## config.mk

```make
export PLATFORM = sky130hd
export DESIGN_NAME = mem_bus_arbiter
export DESIGN_NICKNAME = d
export VERILOG_FILES = /design/src/rtl/mem_bus_arbiter_pkg.sv /design/src/rtl/mem_bus_arbiter_grant_sel.sv /design/src/rtl/mem_bus_arbiter.sv
export SDC_FILE = /design/constraint.sdc
export NUM_CORES = 1
export LEC_CHECK = 0
export ABC_AREA = 1
export CAP_MARGIN = 25
export CORE_AREA = 2 2 110 112
export CTS_CLUSTER_DIAMETER = 40
export DETAILED_ROUTE_END_ITERATION = 16
export DIE_AREA = 0 0 112 114
export PLACE_DENSITY_LB_ADDON = 0.25
export SLEW_MARGIN = 30
export SYNTH_ARGS = -nofsm -noshare
export SYNTH_HDL_FRONTEND = slang
export SYNTH_SLANG_ARGS = --single-unit
```

## constraint.sdc

```tcl
create_clock -name clk -period 3.05 [get_ports clk]
set_clock_uncertainty 0.05 [all_clocks]
set_input_delay 0.305 -clock clk [delete_from_list [all_inputs] [get_ports clk]]
set_output_delay 0.305 -clock clk [all_outputs]
set_load 0.1 [all_outputs]
```

## src/rtl/mem_bus_arbiter_pkg.sv

```systemverilog
// Shared encodings for the data-memory bus arbiter: transfer sizes, FSM states, grant ids.
// Latency: n/a (types and constants only).
// Backpressure: n/a.
package mem_bus_arbiter_pkg;

  localparam logic [1:0] SIZE_BYTE = 2'b00;
  localparam logic [1:0] SIZE_HALF = 2'b01;
  localparam logic [1:0] SIZE_WORD = 2'b10;

  typedef enum logic [1:0] {
    ARB_IDLE = 2'b00,
    ARB_ADDR = 2'b01,
    ARB_DATA = 2'b10
  } arb_state_t;

  localparam logic GNT_I = 1'b0;
  localparam logic GNT_D = 1'b1;

endpackage

```

## src/rtl/mem_bus_arbiter_grant_sel.sv

```systemverilog
// Winner selection between fetch and load/store requests (round robin when ARB_ROUND_ROBIN_EN).
// Latency: purely combinational.
// Backpressure: none; the loser simply keeps its request asserted.
module arb_grant_sel
  import mem_bus_arbiter_pkg::*;
(
  input  logic i_req,
  input  logic d_req,
`ifdef ARB_ROUND_ROBIN_EN
  input  logic last_gnt,
`endif
  output logic req_any,
  output logic gnt
);

  assign req_any = i_req | d_req;

  always_comb begin
    gnt = GNT_D;
    if (i_req && !d_req) begin
      gnt = GNT_I;
    end
`ifdef ARB_ROUND_ROBIN_EN
    else if (i_req && d_req) begin
      gnt = ~last_gnt;
    end
`endif
  end

endmodule

```

## src/rtl/mem_bus_arbiter.sv

```systemverilog
// Shares one SRAM-like bus between fetch and load/store; optional ARB_ROUND_ROBIN_EN arbitration.
// Latency: addr_ok same cycle, bus_req next cycle, data_ok combinational from bus_data_ok.
// Backpressure: one transaction in flight; losers hold their request, bus stalls hold the latched fields.
module mem_bus_arbiter
  import mem_bus_arbiter_pkg::*;
#(
  parameter int AW = 32,
  parameter int DW = 32
) (
  input  logic              clk,
  input  logic              rst,
  input  logic              i_req,
  input  logic              i_wr,
  input  logic [1:0]        i_size,
  input  logic [AW-1:0]     i_addr,
  output logic              i_addr_ok,
  output logic              i_data_ok,
  output logic [DW-1:0]     i_rdata,
  input  logic              d_req,
  input  logic              d_wr,
  input  logic [1:0]        d_size,
  input  logic [AW-1:0]     d_addr,
  input  logic [DW/8-1:0]   d_wstrb,
  input  logic [DW-1:0]     d_wdata,
  output logic              d_addr_ok,
  output logic              d_data_ok,
  output logic [DW-1:0]     d_rdata,
  output logic              bus_req,
  output logic              bus_wr,
  output logic [1:0]        bus_size,
  output logic [AW-1:0]     bus_addr,
  output logic [DW/8-1:0]   bus_wstrb,
  output logic [DW-1:0]     bus_wdata,
  input  logic              bus_addr_ok,
  input  logic              bus_data_ok,
  input  logic [DW-1:0]     bus_rdata
);

  arb_state_t            state;
  logic                  gnt_q;
  logic                  wr_q;
  logic [1:0]            size_q;
  logic [AW-1:0]         addr_q;
  logic [DW/8-1:0]       wstrb_q;
  logic [DW-1:0]         wdata_q;
  logic                  req_any;
  logic                  win;
  logic                  capture;
  logic                  rsp;

`ifdef ARB_ROUND_ROBIN_EN
  logic last_gnt;
`endif

  arb_grant_sel u_grant_sel (
    .i_req    (i_req),
    .d_req    (d_req),
`ifdef ARB_ROUND_ROBIN_EN
    .last_gnt (last_gnt),
`endif
    .req_any  (req_any),
    .gnt      (win)
  );

  assign capture   = (state == ARB_IDLE) && req_any;
  assign i_addr_ok = capture && (win == GNT_I);
  assign d_addr_ok = capture && (win == GNT_D);

  // Response is only honoured in DATA; stray acks in IDLE/ADDR fall through.
  assign rsp       = (state == ARB_DATA) && bus_data_ok;
  assign i_data_ok = rsp && (gnt_q == GNT_I);
  assign d_data_ok = rsp && (gnt_q == GNT_D);
  assign i_rdata   = i_data_ok ? bus_rdata : '0;
  assign d_rdata   = d_data_ok ? bus_rdata : '0;

  assign bus_wr    = wr_q;
  assign bus_size  = size_q;
  assign bus_addr  = addr_q;
  assign bus_wstrb = wstrb_q;
  assign bus_wdata = wdata_q;

  always_ff @(posedge clk or posedge rst) begin
    if (rst) begin
      state   <= ARB_IDLE;
      bus_req <= 1'b0;
      gnt_q   <= GNT_I;
      wr_q    <= 1'b0;
      size_q  <= '0;
      addr_q  <= '0;
      wstrb_q <= '0;
      wdata_q <= '0;
    end else begin
      case (state)
        ARB_IDLE: begin
          if (req_any) begin
            state   <= ARB_ADDR;
            bus_req <= 1'b1;
            gnt_q   <= win;
            // Fetch side never writes; its write flag is deliberately masked off.
            wr_q    <= (win == GNT_D) ? d_wr : (i_wr & 1'b0);
            size_q  <= (win == GNT_D) ? d_size : i_size;
            addr_q  <= (win == GNT_D) ? d_addr : i_addr;
            wstrb_q <= ((win == GNT_D) && d_wr) ? d_wstrb : '0;
            wdata_q <= (win == GNT_D) ? d_wdata : '0;
          end
        end
        ARB_ADDR: begin
          if (bus_addr_ok) begin
            state   <= ARB_DATA;
            bus_req <= 1'b0;
          end
        end
        ARB_DATA: begin
          if (bus_data_ok) begin
            state <= ARB_IDLE;
          end
        end
        default: begin
          state   <= ARB_IDLE;
          bus_req <= 1'b0;
        end
      endcase
    end
  end

`ifdef ARB_ROUND_ROBIN_EN
  // Reset to d so the fetch side wins the first contention.
  always_ff @(posedge clk or posedge rst) begin
    if (rst) begin
      last_gnt <= GNT_D;
    end else if (capture) begin
      last_gnt <= win;
    end
  end
`endif

endmodule
```

---- Word level (Yosys, flattened, before mapping) ----
Cells that the tools add are included.
word-level totals
  output and inout port bits .............. 140
  word-level logic and storage cells ...... 44
  register bits after elaboration ......... 75
  bits of input ports ..................... 144
operators by class
  bitwise gates (word level) .............. 3
  reduce and logical (&&, ||, !) cells .... 13
  mux-type cells .......................... 15
  equality and inequality tests ........... 5
operators by type and width
  kind                  number
  $mux W32              4
  $logic_and A1 B1 Y1   8
  $mux W2               4
  $ne A2 B2 Y1 const B  3
  $pmux W2 S3           1
  $reduce_and A3 Y1     2
  $mux W1               4
  $mux W4               1
  $pmux W1 S3           1
  $eq A2 B1 Y1 const B  1
  $eq A2 B2 Y1 const B  1
  $logic_not A2 Y1      1
  $not A1 Y1            2
  $reduce_and A2 Y1     1
  $logic_not A1 Y1      1
  $or A1 B1 Y1          1

---- Logic depth before layout (Yosys ltp) ----
Gate-level depths: netlist (run 1).
  word-level depth ........................ 5
  depth in mapped cells ................... 6
  mapped depth without buffers ............ 5

---- Hierarchy ----
A second synthesis (run 1) with hierarchy kept.
unflattened totals
  cell total of the unflattened synthesis .. 542
  area total of the unflattened synthesis .. 3717.3 µm²
by module, submodules not included
  module           cells an instance  instances  area each (µm²)
  mem_bus_arbiter  538                1          3702.3
  arb_grant_sel    4                  1          15.0

---- Worst setup path after synthesis (run 1) ----
No wires, ideal clock.
  kind .................................... reg-to-output
  from .................................... register state[0]
  to ...................................... output port d_rdata[22]
  data arrival time ....................... 2.150 ns
  buffers on the path ..................... 1
  required time ........................... 2.695 ns
  path slack .............................. 0.545 ns
  cell stages (with the launch flop) ...... 7
  path through ............................ dfrtp_1 inv_1 nand2_1 inv_1 nand3_1 buf_2 nor2_1
on the way
  cells in the longest elaborated chain, start to end .. 4
ends and longest elaborated chain
  element                 RTL line                text
  start, declared         mem_bus_arbiter.sv:39   arb_state_t state;
  start signal, assigned  mem_bus_arbiter.sv:84   state <= ARB_IDLE;
  start signal, assigned  mem_bus_arbiter.sv:96   state <= ARB_ADDR;
  start signal, assigned  mem_bus_arbiter.sv:109  state <= ARB_DATA;
  $eq A2 B2 Y1            mem_bus_arbiter.sv:70   assign rsp = (state == ARB_DATA) && bus_data_ok;
  $logic_and A1 B1 Y1     mem_bus_arbiter.sv:70
  $logic_and A1 B1 Y1     mem_bus_arbiter.sv:72   assign d_data_ok = rsp && (gnt_q == GNT_D);
  $mux W32                mem_bus_arbiter.sv:74   assign d_rdata = d_data_ok ? bus_rdata : '0;
  end, declared           mem_bus_arbiter.sv:27   output logic [DW-1:0] d_rdata,
No other way between the ends.

---- Worst setup path after layout (run 1) ----
  from .................................... register state[0]
  to ...................................... output port d_addr_ok
on the way
  cells in the longest elaborated chain, start to end .. 3
ends and longest elaborated chain
  element              RTL line               text
  $logic_not A2 Y1     mem_bus_arbiter.sv:65  assign capture = (state == ARB_IDLE) && req_any;
  $logic_and A1 B1 Y1  mem_bus_arbiter.sv:65
  $logic_and A1 B1 Y1  mem_bus_arbiter.sv:67  assign d_addr_ok = capture && (win == GNT_D);
  end, declared        mem_bus_arbiter.sv:25  output logic d_addr_ok,
No other way between the ends.

==> impl_metrics.prom, run 1 <==
# TYPE chip_impl_metric gauge
chip_impl_info{name="outcome",value="completed"} 1
chip_impl_info{name="worst_hold_path_type",value="input port to async pin"} 1
chip_impl_metric{name="die_y",unit="microns"} 114
chip_impl_metric{name="post_cts.resized_instances",unit=""} 0
chip_impl_metric{name="ant_nets",unit=""} 0
chip_impl_info{name="cts_tree",value="built"} 1
chip_impl_metric{name="filler_cell_count",unit=""} 1010
chip_impl_metric{name="buf_inv_on_cp",unit=""} 3
chip_impl_metric{name="worst-endpoint-arrival",unit="ns"} 1.92
chip_impl_info{name="critical_path.startpoint_type",value="flop"} 1
chip_impl_metric{name="route.detailed.drc",unit=""} 0
chip_impl_metric{name="design.die.area",unit="sq um"} 12800
chip_impl_metric{name="leakagePower",unit="nW"} 3.62
chip_impl_metric{name="power.density",unit="nW/um^2"} 1200
chip_impl_metric{name="post-route-period-util",unit=""} 0.745
chip_impl_metric{name="yosysSeqAreaShare",unit=""} 0.521
chip_impl_metric{name="detailed_route_iter0_violations",unit=""} 199
chip_impl_metric{name="gp_routability_congestion",unit=""} 0.948
chip_impl_info{name="crit_start",value="state[0]"} 1
chip_impl_metric{name="overflow",unit=""} 0
chip_impl_metric{name="final_design_area_no_fill",unit="sq um"} 7310
chip_impl_metric{name="num_vias",unit=""} 4156
chip_impl_metric{name="worst_slew_pin_slew",unit="ns"} 0.978
chip_impl_metric{name="finalCriticalPeriod",unit="ns"} 2.27
chip_impl_info{name="yosys_most_used_dff",value="dfrtp_1"} 1
chip_impl_metric{name="critical-path-max-stage-delay",unit="ns"} 0.43
chip_impl_metric{name="cts_made_buffers",unit=""} 9
chip_impl_metric{name="synth_area",unit="sq um"} 3600
chip_impl_metric{name="drv.max_cap_violation_count",unit=""} 0
chip_impl_metric{name="cp_data_required_time",unit="ns"} 2.69
chip_impl_metric{name="drive_gt1_frac",unit=""} 0.222
chip_impl_metric{name="synthDominantCellAreaShare",unit=""} 0.521
chip_impl_metric{name="path_clk_slew",unit="ns"} 0.06
chip_impl_metric{name="maximum_number_of_pins_on_one_net_before_global_route_repair",unit=""} 42
chip_impl_metric{name="syn2layout_area_growth",unit="%"} 103
chip_impl_metric{name="grt_pass1_wl",unit="microns"} 21300
chip_impl_metric{name="postPlaceCellArea",unit="sq um"} 7000
chip_impl_metric{name="yosys_register_bits",unit=""} 75
chip_impl_info{name="rsz0062_at_grt",value="false"} 1
chip_impl_metric{name="cts-root-to-sink-buffers",unit=""} 2
chip_impl_metric{name="postSynthNetCount",unit=""} 618
chip_impl_metric{name="cts.hold.buffers_added",unit=""} 0
chip_impl_metric{name="async_flop_share",unit=""} 1.00
chip_impl_info{name="critPathCaptureType",value="output pin"} 1
chip_impl_metric{name="worst_ir_drop_vdd",unit="mV"} 0.842
chip_impl_metric{name="post_cts_buffers",unit=""} 0
chip_impl_metric{name="first_global_vias",unit=""} 4168
chip_impl_metric{name="finalHoldViolCount",unit=""} 0
chip_impl_metric{name="worst_r2r_path_depth",unit=""} 6
chip_impl_metric{name="report.final.setup_viol",unit=""} 0
chip_impl_metric{name="timing.fmax",unit="GHz"} 0.440
chip_impl_metric{name="timing.max_slew.rel_slack",unit=""} 0.346
chip_impl_metric{name="wl",unit="microns"} 13700
chip_impl_metric{name="htree_levels",unit=""} 3
chip_impl_metric{name="final.setup.tns",unit="ns"} 0
chip_impl_metric{name="cp_num_cells",unit=""} 5
chip_impl_metric{name="timing.final.max_slew_violations",unit=""} 0
chip_impl_metric{name="syn_avg_cell_area",unit="sq um"} 7.60
chip_impl_metric{name="grtUsageTotal",unit=""} 0.210
chip_impl_metric{name="critPathMaxFanout",unit=""} 31
chip_impl_metric{name="cts.sink_count",unit=""} 75
chip_impl_info{name="critical-path-top-delay-family",value="buffers and inverters"} 1
chip_impl_metric{name="place_hpwl",unit="microns"} 10700
chip_impl_info{name="cpMaxStageDelayCell",value="dfrtp_1"} 1
chip_impl_metric{name="start_util",unit=""} 0.307
chip_impl_metric{name="routedWlPerCell",unit="microns"} 15.3
chip_impl_info{name="timing.setup.critical_path_class",value="flop to output pin"} 1
chip_impl_metric{name="design.core.area",unit="sq um"} 11700
chip_impl_info{name="synth_top_cell_by_area",value="dfrtp_1"} 1
chip_impl_metric{name="die_width",unit="microns"} 112
chip_impl_metric{name="via_count_normalized_by_instance_count",unit=""} 4.62
chip_impl_metric{name="synth_cell_type_count",unit=""} 16
chip_impl_info{name="r2r-start",value="state[0]"} 1
chip_impl_metric{name="design.portCount",unit=""} 284
chip_impl_metric{name="synth.yosys.warnings",unit=""} 0
chip_impl_metric{name="synth_enable_flop_cells",unit=""} 0
chip_impl_metric{name="antenna_found_initial",unit=""} 0
chip_impl_metric{name="n_diodes",unit=""} 0
chip_impl_info{name="crit_chain",value="nor2_4, nand2_2, clkinv_2, buf_4, buf_12"} 1
chip_impl_metric{name="firstDrtPassIters",unit=""} 5
chip_impl_info{name="root_buffer",value="clkbuf_16"} 1
chip_impl_metric{name="fp-row-count",unit=""} 40
chip_impl_metric{name="io_buffer_count",unit=""} 282
chip_impl_metric{name="clk-insertion-delay-late",unit="ns"} 0.32
chip_impl_metric{name="final_net_count",unit=""} 892
chip_impl_info{name="yosys-top-cells-area",value="dfrtp_1 (52%), nand2_1 (19%), nand3_1 (10%), nor2_1 (6.9%), inv_1 (4.3%)"} 1
chip_impl_metric{name="netlist_instances",unit=""} 474
chip_impl_info{name="synthTopCellsByCount",value="nand2_1 (179), dfrtp_1 (75), nand3_1 (75)"} 1
chip_impl_info{name="yosysMostFrequentCell",value="nand2_1"} 1
per-stage QoR:
step / hold slack, ns / worst slack (ns) / total power [W] / instances / util
final: 0.393 / 0.776 / 0.00878 / 900 / 0.624
after global routing: 0.455 / 0.623 / 0.00915 / 900 / 0.624
after CTS: 0.432 / 0.728 / 0.00885 / 900 / 0.624
after detailed placement: 0.417 / 0.984 / 0.00776 / 884 / 0.598
after global placement: 0.414 / 1.01 / 0.00767 / 884 / 0.598
after floorplan: 0.363 / 0.545 / 0.00627 / 474 / -
final timing paths:
check / endpoint / slack [ns]
setup / recovery: d_addr_ok / 0.78
hold / removal: bus_wdata[11] / 0.39
setup reg to reg: bus_addr[9] / 1.08
hold reg to reg: bus_wstrb[3] / 0.43
max in group asynchronous: bus_addr[23] / 1.84
min in group clk: bus_wstrb[3] / 0.43
report_power, final:
group          internal [W]  switching, W
logic               0.00129       0.00471
registers           0.00145      0.000262
clock network      0.000677      0.000391
total               0.00342       0.00537
registers in the layout (all words and copies together) (netlist names):
name and count:
bus_wdata 32, bus_wstrb 4, bus_req 1, gnt_q 1
state 2, bus_addr 32, bus_wr 1, bus_size 2
cell type report:
| class | count | area, sq um | area share |
|---|---|---|---|
| clock buffer | 12 | 256 | 0.0351 |
| multi-input combinational | 330 | 1380 | 0.189 |
| tap | 147 | 184 | 0.0252 |
| sequential | 75 | 1880 | 0.257 |
| clock inverter | 4 | 48.8 | 0.00668 |
| inverter | 42 | 159 | 0.0218 |
| timing repair buffer | 290 | 3400 | 0.465 |
cell families (layout without fill, tap and decap cells):
logic type / after synthesis / count (layout) / share of synthesized area
buf+inv: 69 / 348 / 0.0962
flops: 75 / 75 / 0.521
simple gates: 327 / 327 / 0.375
compound gates: 3 / 3 / 0.00730
per-layer routing:
layer  track usage  routed length (microns)  up-vias
met5             0                        0        -
met4        0.0764                      384        0
met3        0.0627                     1250       23
met2         0.386                     7010      194
met1         0.231                     5110     1945
li1              -                        -     1994
cells in the final DEF, fill, tap and decap left out:
cell type        synthesis  final
o21ai_4                  1      1
a21oi_1                  1      1
buf_4                    1     74
nor2_1                  66     66
inv_2                    0      1
clkdlybuf4s50_1          0    148
nand3_2                  2      2
clkbuf_16                0      9
nand2_1                179    179
nand2_2                  3      3
clkbuf_1                 0      1
clkinv_4                 0      1
clkinv_2                 1      3
clkbuf_8                 0      2
nor2_4                   1      2
dfrtp_1                 75     75
o21ai_0                  1      1
buf_12                   0     68
inv_1                   41     40
bufinv_16                0      1
nand3_1                 75     75
worst register-to-register path, delay by kind of cell (launching register included):
kind | cells | cell delay, ns
flip-flops | 1 | 0.43
AND/OR/NAND/NOR | 3 | 0.62
buffers and inverters | 2 | 0.66
AO/OA/AOI/OAI | 1 | 0.10
Power figures use the tool's default switching activity.
==> run 2: changes to the inputs <==
- clock period: 3.05 -> 2.2 ns (I/O delays scaled with it)
==> run 2 against run 1 <==
Compared with the run above:
- non-clock buffer count increased by 4
- clock power increased by 24%
- design area rose by 0.77%
- global-route usage barely moved
- highest routed layer unchanged
==> impl_metrics.prom, run 2 (synthesized netlist as in run 1, its figures left out) <==
# TYPE chip_impl_metric gauge
chip_impl_info{name="outcome",value="completed"} 1
chip_impl_info{name="worst_hold_path_type",value="input port to async pin"} 1
chip_impl_metric{name="place_worst_setup_slack",unit="ns"} 0.429
chip_impl_metric{name="firstDrtPassIters",unit=""} 4
chip_impl_info{name="final_cell_mix",value="nand2_1 (179), clkdlybuf4s50_1 (142), buf_4 (78), nand3_1 (75), dfrtp_1 (75)"} 1
chip_impl_metric{name="power.density",unit="nW/um^2"} 1640
chip_impl_metric{name="finalHoldViolCount",unit=""} 0
chip_impl_metric{name="wl",unit="microns"} 13600
chip_impl_metric{name="met1_usage",unit=""} 0.235
chip_impl_metric{name="critPathMaxFanout",unit=""} 21
chip_impl_metric{name="timing.max_slew.rel_slack",unit=""} 0.747
chip_impl_metric{name="grtUsageTotal",unit=""} 0.211
chip_impl_metric{name="finalCriticalPeriod",unit="ns"} 2.02
chip_impl_metric{name="first_global_vias",unit=""} 4041
chip_impl_metric{name="place_hpwl",unit="microns"} 10700
chip_impl_metric{name="syn2layout_area_growth",unit="%"} 104
chip_impl_metric{name="path_clk_slew",unit="ns"} 0.05
chip_impl_info{name="cts_tree",value="built"} 1
chip_impl_metric{name="grtUsageMet3",unit=""} 0.0616
chip_impl_info{name="rsz0062_at_grt",value="false"} 1
chip_impl_metric{name="cts.sink_count",unit=""} 75
chip_impl_metric{name="leakagePower",unit="nW"} 3.66
chip_impl_metric{name="postPlaceCellArea",unit="sq um"} 7090
chip_impl_metric{name="sequential_cell_area",unit="sq um"} 1880
chip_impl_metric{name="post_cts_buffers",unit=""} 0
chip_impl_metric{name="via_count_normalized_by_instance_count",unit=""} 4.56
chip_impl_metric{name="cts.hold.buffers_added",unit=""} 0
chip_impl_metric{name="num_vias",unit=""} 4112
chip_impl_info{name="root_buffer",value="clkbuf_16"} 1
chip_impl_info{name="critPathCaptureType",value="output pin"} 1
chip_impl_metric{name="final_core_utilization",unit=""} 0.629
chip_impl_metric{name="gp_routability_congestion",unit=""} 0.889
chip_impl_metric{name="post-route-period-util",unit=""} 0.916
chip_impl_metric{name="multi_input_area",unit="sq um"} 1390
chip_impl_metric{name="final_design_area_no_fill",unit="sq um"} 7360
chip_impl_metric{name="io_buffer_count",unit=""} 282
chip_impl_metric{name="timing.final.max_slew_violations",unit=""} 0
chip_impl_metric{name="timing.fmax",unit="GHz"} 0.496
chip_impl_metric{name="post_cts.resized_instances",unit=""} 0
chip_impl_metric{name="globalRouteMet2Util",unit=""} 0.372
chip_impl_metric{name="design.core.area",unit="sq um"} 11700
chip_impl_metric{name="detailed_route_iter0_violations",unit=""} 172
chip_impl_info{name="final_common_cell",value="nand2_1"} 1
chip_impl_metric{name="drv.max_cap_violation_count",unit=""} 0
chip_impl_metric{name="overflow",unit=""} 0
chip_impl_metric{name="n_diodes",unit=""} 0
chip_impl_metric{name="drive_gt1_frac",unit=""} 0.233
chip_impl_metric{name="route.detailed.drc",unit=""} 0
chip_impl_metric{name="finalPower",unit="W"} 0.0121
chip_impl_metric{name="worst_r2r_path_depth",unit=""} 6
chip_impl_metric{name="worst_slew_pin_slew",unit="ns"} 0.380
chip_impl_metric{name="report.final.setup_viol",unit=""} 0
chip_impl_metric{name="design.die.area",unit="sq um"} 12800
chip_impl_metric{name="routedWlPerCell",unit="microns"} 15.0
chip_impl_metric{name="htree_levels",unit=""} 3
chip_impl_metric{name="filler_cell_count",unit=""} 1004
chip_impl_metric{name="worst_ir_drop_vdd",unit="mV"} 1.58
chip_impl_metric{name="antenna_found_initial",unit=""} 0
chip_impl_metric{name="holdWs",unit="ns"} 0.116
chip_impl_info{name="critical_path.startpoint_type",value="flop"} 1
chip_impl_metric{name="fp-row-count",unit=""} 40
chip_impl_metric{name="die_y",unit="microns"} 114
chip_impl_metric{name="cp_data_required_time",unit="ns"} 1.93
chip_impl_info{name="grt.busiest_layer",value="met2"} 1
chip_impl_metric{name="setup_slack",unit="ns"} 0.184
chip_impl_metric{name="worst-endpoint-arrival",unit="ns"} 1.75
chip_impl_metric{name="cts-root-to-sink-buffers",unit=""} 2
chip_impl_metric{name="grt_pass1_wl",unit="microns"} 21000
chip_impl_metric{name="clk-insertion-delay-late",unit="ns"} 0.33
chip_impl_metric{name="start_util",unit=""} 0.307
chip_impl_info{name="timing.setup.critical_path_class",value="flop to output pin"} 1
chip_impl_metric{name="design.portCount",unit=""} 284
chip_impl_metric{name="final_net_count",unit=""} 896
chip_impl_metric{name="ant_nets",unit=""} 0
chip_impl_metric{name="die_width",unit="microns"} 112
chip_impl_metric{name="cts_made_buffers",unit=""} 9
chip_impl_metric{name="maximum_number_of_pins_on_one_net_before_global_route_repair",unit=""} 53
-- run 2: metal layers --
metal	wire length, microns	vias to the layer above
met5	0	-
met4	457	0
met3	1120	24
met2	6860	194
met1	5120	1896
li1	-	1998
-- run 2: per-stage QoR --
step	setup TNS (ns)	cells
3_3_place_gp	0	888
6_report	0	902
5_1_grt	0	902
3_5_place_dp	0	888
2_1_floorplan	-13.04	474
4_1_cts	0	902
-- run 2: critical path: stages, from the launching register on --
cell      delay (ns)
dfrtp_1         0.43
nor2_4          0.34
nand2_2         0.10
clkinv_2        0.30
buf_12          0.23
-- run 2: final cells by class --
| type | instances | share of cell area |
|---|---|---|
| clock buffer | 12 | 0.0348 |
| clock inverter | 2 | 0.00170 |
| inverter | 42 | 0.0216 |
| multi-input combinational | 330 | 0.188 |
| sequential | 75 | 0.255 |
| tap | 147 | 0.0250 |
| timing repair buffer | 294 | 0.474 |
-- run 2: worst paths after layout --
| check | from | end | slack [ns] |
|---|---|---|---|
| max | state[0] | d_addr_ok | 0.18 |
| min | rst | bus_wdata[15] | 0.12 |
| max reg2reg | state[0] | bus_addr[14] | 0.50 |
| min reg2reg | bus_wdata[10] | bus_wdata[10] | 0.43 |
| max in group asynchronous | rst | bus_wdata[13] | 1.33 |
| min in group clk | d_wdata[29] | bus_wdata[29] | 0.37 |
-- run 2: power breakdown --
| group | switching, W | total (W) | leakage, nW | internal, W |
|---|---|---|---|---|
| clock | 0.000519 | 0.00133 | 0.131 | 0.000810 |
| sequential | 0.000366 | 0.00237 | 0.943 | 0.00201 |
| combinational | 0.00653 | 0.00840 | 2.58 | 0.00186 |
| total | 0.00742 | 0.0121 | 3.66 | 0.00468 |
